$ cat src/rtl/regfile_wb_queue.sv
// regfile_wb_queue: writeback queue feeding the register file write port.
// Buffers ALU and LSU results in an in-order FIFO and drains one register
// write per cycle. It also exports a per-register pending bitmap for hazard
// stalls.
// Optional forwarding ports are enabled by defining the macro WB_FWD_EN.
module regfile_wb_queue #(
  parameter int A_WIDTH = 5,
  parameter int D_WIDTH = 32,
  parameter int DEPTH   = 4
) (
  input  logic                      clk,
  input  logic                      rst_n,
  input  logic                      alu_valid,
  output logic                      alu_ready,
  input  logic [A_WIDTH-1:0]        alu_rd,
  input  logic [D_WIDTH-1:0]        alu_data,
  input  logic                      lsu_valid,
  output logic                      lsu_ready,
  input  logic [A_WIDTH-1:0]        lsu_rd,
  input  logic [D_WIDTH-1:0]        lsu_data,
  output logic                      RegWrite,
  output logic [A_WIDTH-1:0]        rd,
  output logic [D_WIDTH-1:0]        write_data3,
  output logic [2**A_WIDTH-1:0]     pending,
`ifdef WB_FWD_EN
  input  logic [A_WIDTH-1:0]        fwd_rs1,
  input  logic [A_WIDTH-1:0]        fwd_rs2,
  output logic                      fwd_hit1,
  output logic                      fwd_hit2,
  output logic [D_WIDTH-1:0]        fwd_data1,
  output logic [D_WIDTH-1:0]        fwd_data2,
`endif
  output logic [$clog2(DEPTH):0]    count
);

  localparam int PW   = $clog2(DEPTH);
  localparam int CW   = PW + 1;
  localparam int NREG = 2**A_WIDTH;

  logic [A_WIDTH-1:0] rd_mem   [DEPTH];
  logic [D_WIDTH-1:0] data_mem [DEPTH];

  logic [PW-1:0]      wr_ptr_reg, wr_ptr_next;
  logic [PW-1:0]      rd_ptr_reg, rd_ptr_next;
  logic [CW-1:0]      count_reg, count_next;
  logic               reg_write_reg;
  logic [A_WIDTH-1:0] rd_reg;
  logic [D_WIDTH-1:0] data_reg;

  logic               lsu_push, alu_push, pop;
  logic [PW-1:0]      alu_slot;
  logic [CW-1:0]      push_cnt;
  logic [DEPTH-1:0]   occupied;

  // Readies depend only on the registered count; a pop in the same cycle
  // earns no credit. An ALU result yields the last free slot to the LSU.
  always_comb begin
    lsu_ready = (count_reg <= CW'(DEPTH - 1));
    alu_ready = lsu_valid ? (count_reg <= CW'(DEPTH - 2))
                          : (count_reg <= CW'(DEPTH - 1));
  end

  // Push/pop decisions and next-state arithmetic; x0 writes are dropped here.
  always_comb begin
    lsu_push    = lsu_valid && lsu_ready && (lsu_rd != '0);
    alu_push    = alu_valid && alu_ready && (alu_rd != '0);
    pop         = (count_reg != '0);
    alu_slot    = lsu_push ? (wr_ptr_reg + PW'(1)) : wr_ptr_reg;
    push_cnt    = CW'(lsu_push) + CW'(alu_push);
    count_next  = count_reg + push_cnt - CW'(pop);
    wr_ptr_next = wr_ptr_reg + PW'(push_cnt);
    rd_ptr_next = rd_ptr_reg + PW'(pop);
  end

  // Pointers, occupancy and the register-file output stage.
  always_ff @(posedge clk) begin
    if (!rst_n) begin
      wr_ptr_reg    <= '0;
      rd_ptr_reg    <= '0;
      count_reg     <= '0;
      reg_write_reg <= 1'b0;
      rd_reg        <= '0;
      data_reg      <= '0;
    end else begin
      wr_ptr_reg <= wr_ptr_next;
      rd_ptr_reg <= rd_ptr_next;
      count_reg  <= count_next;
      if (pop) begin
        reg_write_reg <= 1'b1;
        rd_reg        <= rd_mem[rd_ptr_reg];
        data_reg      <= data_mem[rd_ptr_reg];
      end else begin
        reg_write_reg <= 1'b0;
      end
    end
  end

  // Entry storage: the LSU result takes the older slot when both arrive.
  always_ff @(posedge clk) begin
    if (rst_n) begin
      if (lsu_push) begin
        rd_mem[wr_ptr_reg]   <= lsu_rd;
        data_mem[wr_ptr_reg] <= lsu_data;
      end
      if (alu_push) begin
        rd_mem[alu_slot]   <= alu_rd;
        data_mem[alu_slot] <= alu_data;
      end
    end
  end

  // An entry is live when its distance from the head is below count.
  for (genvar gi = 0; gi < DEPTH; gi++) begin : g_occ
    logic [PW-1:0] offset;
    assign offset       = PW'(gi) - rd_ptr_reg;
    assign occupied[gi] = ({1'b0, offset} < count_reg);
  end

  // Pending bitmap: any live entry or the presented write targeting reg gi.
  for (genvar gi = 0; gi < NREG; gi++) begin : g_pend
    if (gi == 0) begin : g_zero
      assign pending[gi] = 1'b0;
    end else begin : g_reg
      logic hit;
      always_comb begin
        hit = reg_write_reg && (rd_reg == A_WIDTH'(gi));
        for (int e = 0; e < DEPTH; e++) begin
          if (occupied[e] && (rd_mem[e] == A_WIDTH'(gi))) hit = 1'b1;
        end
      end
      assign pending[gi] = hit;
    end
  end

`ifdef WB_FWD_EN
  logic [A_WIDTH-1:0] fwd_rs   [2];
  logic               fwd_hit  [2];
  logic [D_WIDTH-1:0] fwd_data [2];

  assign fwd_rs[0] = fwd_rs1;
  assign fwd_rs[1] = fwd_rs2;

  // Walk from the output register through oldest to youngest entry so the
  // youngest match is the one left standing.
  for (genvar gi = 0; gi < 2; gi++) begin : g_fwd
    always_comb begin
      logic [PW-1:0] idx;
      fwd_hit[gi]  = 1'b0;
      fwd_data[gi] = '0;
      idx          = '0;
      if (fwd_rs[gi] != '0) begin
        if (reg_write_reg && (rd_reg == fwd_rs[gi])) begin
          fwd_hit[gi]  = 1'b1;
          fwd_data[gi] = data_reg;
        end
        for (int e = 0; e < DEPTH; e++) begin
          idx = rd_ptr_reg + PW'(e);
          if ((CW'(e) < count_reg) && (rd_mem[idx] == fwd_rs[gi])) begin
            fwd_hit[gi]  = 1'b1;
            fwd_data[gi] = data_mem[idx];
          end
        end
      end
    end
  end

  assign fwd_hit1  = fwd_hit[0];
  assign fwd_hit2  = fwd_hit[1];
  assign fwd_data1 = fwd_data[0];
  assign fwd_data2 = fwd_data[1];
`endif

  assign RegWrite    = reg_write_reg;
  assign rd          = rd_reg;
  assign write_data3 = data_reg;
  assign count       = count_reg;

endmodule

$ cat config.mk
export PLATFORM = sky130hd
export DESIGN_NAME = regfile_wb_queue
export DESIGN_NICKNAME = d
export VERILOG_FILES = /design/src/rtl/regfile_wb_queue.sv
export SDC_FILE = /design/constraint.sdc
export NUM_CORES = 1
export LEC_CHECK = 0
export CAP_MARGIN = 15
export CORE_MARGIN = 2
export CORE_UTILIZATION = 60
export DETAILED_ROUTE_END_ITERATION = 8
export GPL_TIMING_DRIVEN = 0
export PLACE_DENSITY = 0.95
export SLEW_MARGIN = 30
export SYNTH_ARGS = -nofsm -noshare
export SYNTH_HDL_FRONTEND = slang
export SYNTH_SLANG_ARGS = --single-unit
export TNS_END_PERCENT = 30
$ cat constraint.sdc
create_clock -name clk -period 9.1 [get_ports clk]
set_input_delay 1.365 -clock clk [delete_from_list [all_inputs] [get_ports clk]]
set_output_delay 1.365 -clock clk [all_outputs]
set_load 0.05 [all_outputs]
==> flow_metrics.tcl, run 1 <==
set metrics [dict create \
    post_cts_buffers 0 \
    first_global_vias 8915 \
    synth_nets 998 \
    startpoint_type "register" \
    cts.clk_slew.worst_paths_ns 0.07 \
    p_sw_mw 1.839 \
    tns_ns 0 \
    synthTopCellsByArea "edfxtp_1 (41%), mux2_2 (13%), dfxtp_1 (8.3%)" \
    seq_area_frac_synth_pct 49.08 \
    crit_required_ns 7.74 \
    switching_share_pct 44.29 \
    worstSetupEndpointType "output pin" \
    worst_slew_pin_slew_ns 0.9895 \
    grt-ovfl-total 0 \
    ctsRootBufferMaster "clkbuf_16" \
    num_rows 49 \
    p_comb_share_pct 49.9 \
    chipHeight_um 138.7 \
    layout.nets 1168 \
    drc 0 \
    clock-sinks 193 \
    synth_top_area_cell "edfxtp_1" \
    p_seq_share_pct 31.7 \
    min_period_over_period_pct 65.85 \
    cts_tree "yes" \
    die_area_mm2 0.01924 \
    worstSkewPairLatency_ns 0.46 \
    setup_viol 0 \
    synth_top_area_share_pct 40.81 \
    area_growth_pct 22.31 \
    postLayoutCoreUtil_pct 74.41 \
    critical-path-max-stage-delay_ns 0.69 \
    ir_drop_mv 0.2138 \
    syn_area_mm2 0.01089 \
    dr.first_iter.drc_count 994 \
    powerDensity_mw_per_mm2 311.8 \
    layout-drive-gt1-share_pct 23.99 \
    avgRoutedWirePerCell_um 25.96 \
    start_util_pct 60.83 \
    cp_cell_sequence "buf_1, xor2_1, inv_1, ha_1, a21oi_1, o21bai_1, clkbuf_1, o22ai_1, or3_1, buf_4, clkdlybuf4s50_1" \
    n_antenna_cell 0 \
    finClkSkew_ns 0.01236 \
    hp-class "reg2reg" \
    p_clk_share_pct 18.3 \
    antenna_found_initial 0 \
    maxCapViolations 0 \
    clockBufferDepth 2 \
    drv_slew 0 \
    path_max_fanout 10 \
    internal-power_mw 2.314 \
    syn_area_per_cell_um2 12.03 \
    finalHoldViolCount 0 \
    synth_edf_count 148 \
    p_leak_nw 4.671 \
    regMostFlops "data_mem" \
    grt_use_total_pct 35.47 \
    crit_type "reg2out" \
    largest_reg_flops 128 \
    slowest_stage "clkdlybuf4s50_1" \
    drt_wl_total_um 34200 \
    synth_top_flop_cell "edfxtp_1" \
    ant_nets 0 \
    grt_first_pass_wirelength_um 51730 \
    fmax_mhz 166.9 \
    synthDistinctLibCells 54 \
    synth-seq-cells 193 \
    arrival_ns 4.63 \
    synth-async-reset-ratio_pct 0 \
    rsz0062_at_grt "false" \
    holdBufCountCts 0 \
    place.gp.congestion 0.9960 \
    core_area_mm2 0.01790 \
    vias 8728 \
    status "finished, final reports clean" \
    first_pass_iters 5 \
    syn-instance-count 905 \
    io_pins 153 \
    grt_max_degree 38 \
    dp_hpwl_um 23010 \
    cts.repair.resized 0 \
    ctsHtreeMaxLevel 4 \
    viasPerCell 6.627 \
    io_buffers 151 \
    cts_made_buffers 17 \
    period_needed_ns 5.992 \
    die_x_um 138.7 \
    yosysWarnings 0 \
    slew_headroom_pct 34.03 \
]
==> worst max-delay path: cells and delay by family (launching register included) <==
kind	cells	cell delay [ns]
compound gates	3	0.78
xor+xnor	1	0.25
fa+ha+maj	1	0.28
buf+inv	5	2.06
flops	1	0.40
simple gates	1	0.41
==> Yosys cell counts, drive strengths merged (2+ instances only) <==
library cell  number
mux4              37
a2bb2oi            2
nand4              7
a21oi              4
dfxtp             45
buf               55
a21boi            38
and2               9
nor3               5
or3               27
o211ai             3
a211o              4
inv               12
clkbuf            36
and3               2
nand2b            14
o21ai             15
nand3b             3
o311a              2
nor2b             17
o21bai             2
o22ai             40
nor2              36
a22oi              3
nor4               3
nand2            119
xnor2              5
edfxtp           148
a22o               3
nor3b              4
nand3             29
xor2               2
mux2             149
ha                14
==> power groups by stage <==
stage	sequential [mW]	combinational [mW]	clock (mW)
floorplan	1.56	1.10	0
global placement	1.32	1.96	0
detailed placement	1.32	2.01	0
CTS	1.31	2.05	0.759
global route	1.33	2.17	0.788
finish	1.32	2.07	0.761
==> cell usage in the layout (no fill, tap or decap), types with 3 or more instances in the layout <==
master / n
a211o_1: 4
a21boi_0: 38
a21oi_1: 4
a22o_1: 3
a22oi_1: 3
and2_1: 9
buf_2: 10
buf_4: 39
buf_6: 4
clkbuf_1: 35
clkbuf_16: 17
clkdlybuf4s50_1: 151
clkinv_8: 4
dfxtp_1: 45
edfxtp_1: 148
ha_1: 14
inv_1: 12
inv_6: 7
mux2_1: 19
mux2_2: 129
mux4_2: 37
nand2_1: 116
nand2_4: 3
nand2b_1: 14
nand3_1: 29
nand3b_1: 3
nand4_1: 7
nor2_1: 36
nor2b_1: 17
nor3_1: 4
nor3b_1: 4
nor4_1: 3
o211ai_1: 3
o21ai_0: 14
o22ai_1: 40
or3_1: 27
xnor2_1: 4
==> routing by layer <==
layer	wire length [um]	global-route usage (%)	vias up
li1	-	-	3706
met1	12000	42.62	4212
met2	16570	59.04	652
met3	3491	7.942	158
met4	2140	21.05	0
met5	0	0	-
==> cell families (layout without fill, tap and decap cells) <==
family / count (synthesis) / after routing / synth area share [%]
compound gates: 122 / 122 / 7.721
xor+xnor: 7 / 7 / 0.7353
fa+ha+maj: 15 / 15 / 1.792
buf+inv: 103 / 286 / 5.285
flops: 193 / 193 / 49.08
mux: 187 / 187 / 23.18
other cells: 1 / 1 / 0.03443
simple gates: 277 / 277 / 12.17
==> worst paths after layout <==
check | start | to | slack, ns | cells after the start
max | rd_ptr_reg[1]$_SDFF_PN0_ | pending[15] | 3.11 | 11
min | write_data3[5]$_SDFFE_PN0N_ | write_data3[5]$_SDFFE_PN0N_ | 0.47 | 2
max reg2reg | count[2]$_SDFF_PN0_ | data_mem[3][18]$_DFFE_PP_ | 6.14 | 8
min reg2reg | write_data3[5]$_SDFFE_PN0N_ | write_data3[5]$_SDFFE_PN0N_ | 0.47 | 2
==> metrics by stage <==
stage / hold WS, ns / setup slack, ns / instances / instance area (um2) / power, mW
2_1_floorplan: 0.6242 / 4.506 / 905 / 10890 / 2.660
3_3_place_gp: 0.4481 / 3.425 / 1285 / 12690 / 3.280
3_5_place_dp: 0.4595 / 3.787 / 1285 / 12720 / 3.329
4_1_cts: 0.4704 / 3.281 / 1317 / 13320 / 4.115
5_1_grt: 0.4908 / 3.049 / 1317 / 13320 / 4.285
6_report: 0.4689 / 3.108 / 1317 / 13320 / 4.153
==> final cells by class <==
cell class / count / area [um2]
Buffer: 91 / 531.8
Clock buffer: 17 / 425.4
Clock inverter: 15 / 173.9
Fill cell: 1112 / 4582
Inverter: 12 / 45.04
Multi-Input combinational cell: 609 / 5001
Sequential cell: 193 / 5345
Tap cell: 229 / 286.5
Timing Repair Buffer: 151 / 1511
No activity file was read; power rests on OpenSTA's default activity.
==> run 2: changes to the inputs <==
- CORE_UTILIZATION: 60 -> 56
- PLACE_DENSITY: 0.95 -> 0.9
- clock period: 9.1 -> 5.8 ns (I/O delays scaled with it)
==> run 2 against run 1 <==
Design area increased by 0.27%; clock-buffer cell count unchanged; worst setup slack got worse by 2.9 ns; cell count increased by 2.7%; non-clock buffer count unchanged; clock skew increased by 0.0019 ns; sequential share of layout area decreased by 0.11 points; routed wire length decreased by 3.4%; critical endpoint is now pending[26]; highest routed layer unchanged.
==> flow_metrics.tcl, run 2 (synthesis gave the netlist of run 1 again) <==
set metrics [dict create \
    status "finished, final reports clean" \
    path_max_fanout 10 \
    first_pass_iters 5 \
    crit_buf_inv 5 \
    startpoint_type "register" \
    crit_type "reg2out" \
    viasPerCell 6.293 \
    hold_ws_ns 0.4655 \
    die_x_um 143.5 \
    p_seq_share_pct 32.0 \
    min_period_over_period_pct 96.93 \
    maxCapViolations 0 \
    io_pins 153 \
    rsz0062_at_grt "false" \
    post_cts_buffers 0 \
    layout.nets 1168 \
    hp-class "reg2reg" \
    dr.first_iter.drc_count 1062 \
    largest_reg_flops 128 \
    final_cell_mix "clkdlybuf4s50_1 (151), edfxtp_1 (148), mux2_2 (129)" \
    dp_hpwl_um 22670 \
    ctsRootBufferMaster "clkbuf_16" \
    ant_nets 0 \
    area_growth_pct 22.65 \
    critical-path-max-stage-delay_ns 0.69 \
    cts_made_buffers 17 \
    arrival_ns 4.75 \
    grt_first_pass_wirelength_um 49570 \
    min_to "write_data3[18]$_SDFFE_PN0N_" \
    slew_headroom_pct 36.99 \
    dp.cells 1321 \
    fillers 1325 \
    chipHeight_um 143.5 \
    start_util_pct 56.51 \
    powerDensity_mw_per_mm2 483.4 \
    cp_cell_sequence "buf_1, xor2_1, inv_1, ha_1, a21oi_1, o21ai_1, clkbuf_1, o21ai_0, nand3b_1, buf_4, clkdlybuf4s50_1" \
    vias 8515 \
    reg2regPathDepth 8 \
    clockBufferDepth 2 \
    setup_viol 0 \
    p_clk_share_pct 18.1 \
    grt-ovfl-total 0 \
    drc 0 \
    final_common_cell "clkdlybuf4s50_1" \
    cts.repair.resized 0 \
    cts_tree "yes" \
    first_global_vias 8599 \
    layout.cells.non_filler 1353 \
    rr_endpoint "data_mem[3][5]$_DFFE_PP_" \
    tns_ns 0 \
    die_area_mm2 0.02058 \
    cts.clk_slew.worst_paths_ns 0.07 \
    clock-sinks 193 \
    period_needed_ns 5.622 \
    startpoint "rd_ptr_reg[1]$_SDFF_PN0_" \
    grt_use_total_pct 32.56 \
    fmax_mhz 177.9 \
    r2r_start "count[2]$_SDFF_PN0_" \
    finalHoldViolCount 0 \
    io_buffers 151 \
    crit_required_ns 4.93 \
    worst_slew_pin_slew_ns 0.9451 \
    holdBufCountCts 0 \
    place.gp.congestion 0.9903 \
    slowest_stage "clkdlybuf4s50_1" \
    layout-drive-gt1-share_pct 23.99 \
    worstSetupEndpointType "output pin" \
    antenna_found_initial 0 \
    cp_top_family "buffers and inverters" \
    drt_wl_total_um 33050 \
    ctsHtreeMaxLevel 4 \
    core_area_mm2 0.01927 \
    p_sw_mw 2.835 \
    finClkSkew_ns 0.01423 \
    regMostFlops "data_mem" \
    grt_max_degree 38 \
    switching_share_pct 43.91 \
    drv_slew 0 \
    p_comb_share_pct 49.9 \
    internal-power_mw 3.621 \
    worstSkewPairLatency_ns 0.45 \
    n_antenna_cell 0 \
    avgRoutedWirePerCell_um 24.42 \
    whs_path_depth 2 \
    num_rows 51 \
    ir_drop_mv 0.4545 \
    min_from "write_data3[18]$_SDFFE_PN0N_" \
    p_leak_nw 4.663 \
    reg2reg_setup_slack_ns 2.84 \
]
==> run 2: worst max path at each step <==
stage / to / depth (start not counted) / slack, ns
floorplan: data_mem[3][0]$_DFFE_PP_ / 7 / 1.70
global placement: pending[26] / 11 / 0.45
detailed placement: pending[31] / 11 / 0.83
CTS: pending[26] / 11 / 0.29
global route: pending[19] / 11 / 0.07
finish: pending[26] / 11 / 0.18
==> run 2: final cells by class <==
class,instances,area [um2],area share (%)
flip-flops and latches,193,5345,40.02
multi-input cells,609,5001,37.44
repair buffers,151,1511,11.32
plain buffers,91,531.8,3.981
clock buffers,17,425.4,3.185
well taps,265,331.6,2.482
clock inverters,15,165.2,1.237
inverters,12,45.04,0.3372
==> run 2: tightest hold or removal path: stages, from the launching register on <==
cell	delay, ns
dfxtp_1	0.31
nand2_1	0.05
a21boi_0	0.06
==> run 2: layer usage <==
layer  wire length [um]  vias up  global-route usage, %
met5                  0        -                      0
li1                   -     3695                      -
met1              12410     4185                  40.24
met2              16640      528                  54.86
met3               2789      107                  6.631
met4               1203        0                  15.58
==> run 2: power by group through the flow <==
| stage | clock network [mW] | registers, mW | logic [mW] |
|---|---|---|---|
| floorplan | 0 | 2.45 | 1.72 |
| global placement | 0 | 2.07 | 3.08 |
| detailed placement | 0 | 2.08 | 3.15 |
| CTS | 1.17 | 2.06 | 3.19 |
| global route | 1.22 | 2.09 | 3.39 |
| finish | 1.17 | 2.06 | 3.22 |
==> run 2: through the flow <==
stage / instance area [um2] / util (%) / total power, mW / setup slack [ns]
3_5_place_dp: 12770 / 66.24 / 5.226 / 0.8270
5_1_grt: 13360 / 69.31 / 6.693 / 0.06621
4_1_cts: 13360 / 69.31 / 6.413 / 0.2912
3_3_place_gp: 12730 / 66.08 / 5.148 / 0.4535
2_1_floorplan: 10890 / - / 4.173 / 1.701
6_report: 13360 / 69.31 / 6.457 / 0.1782
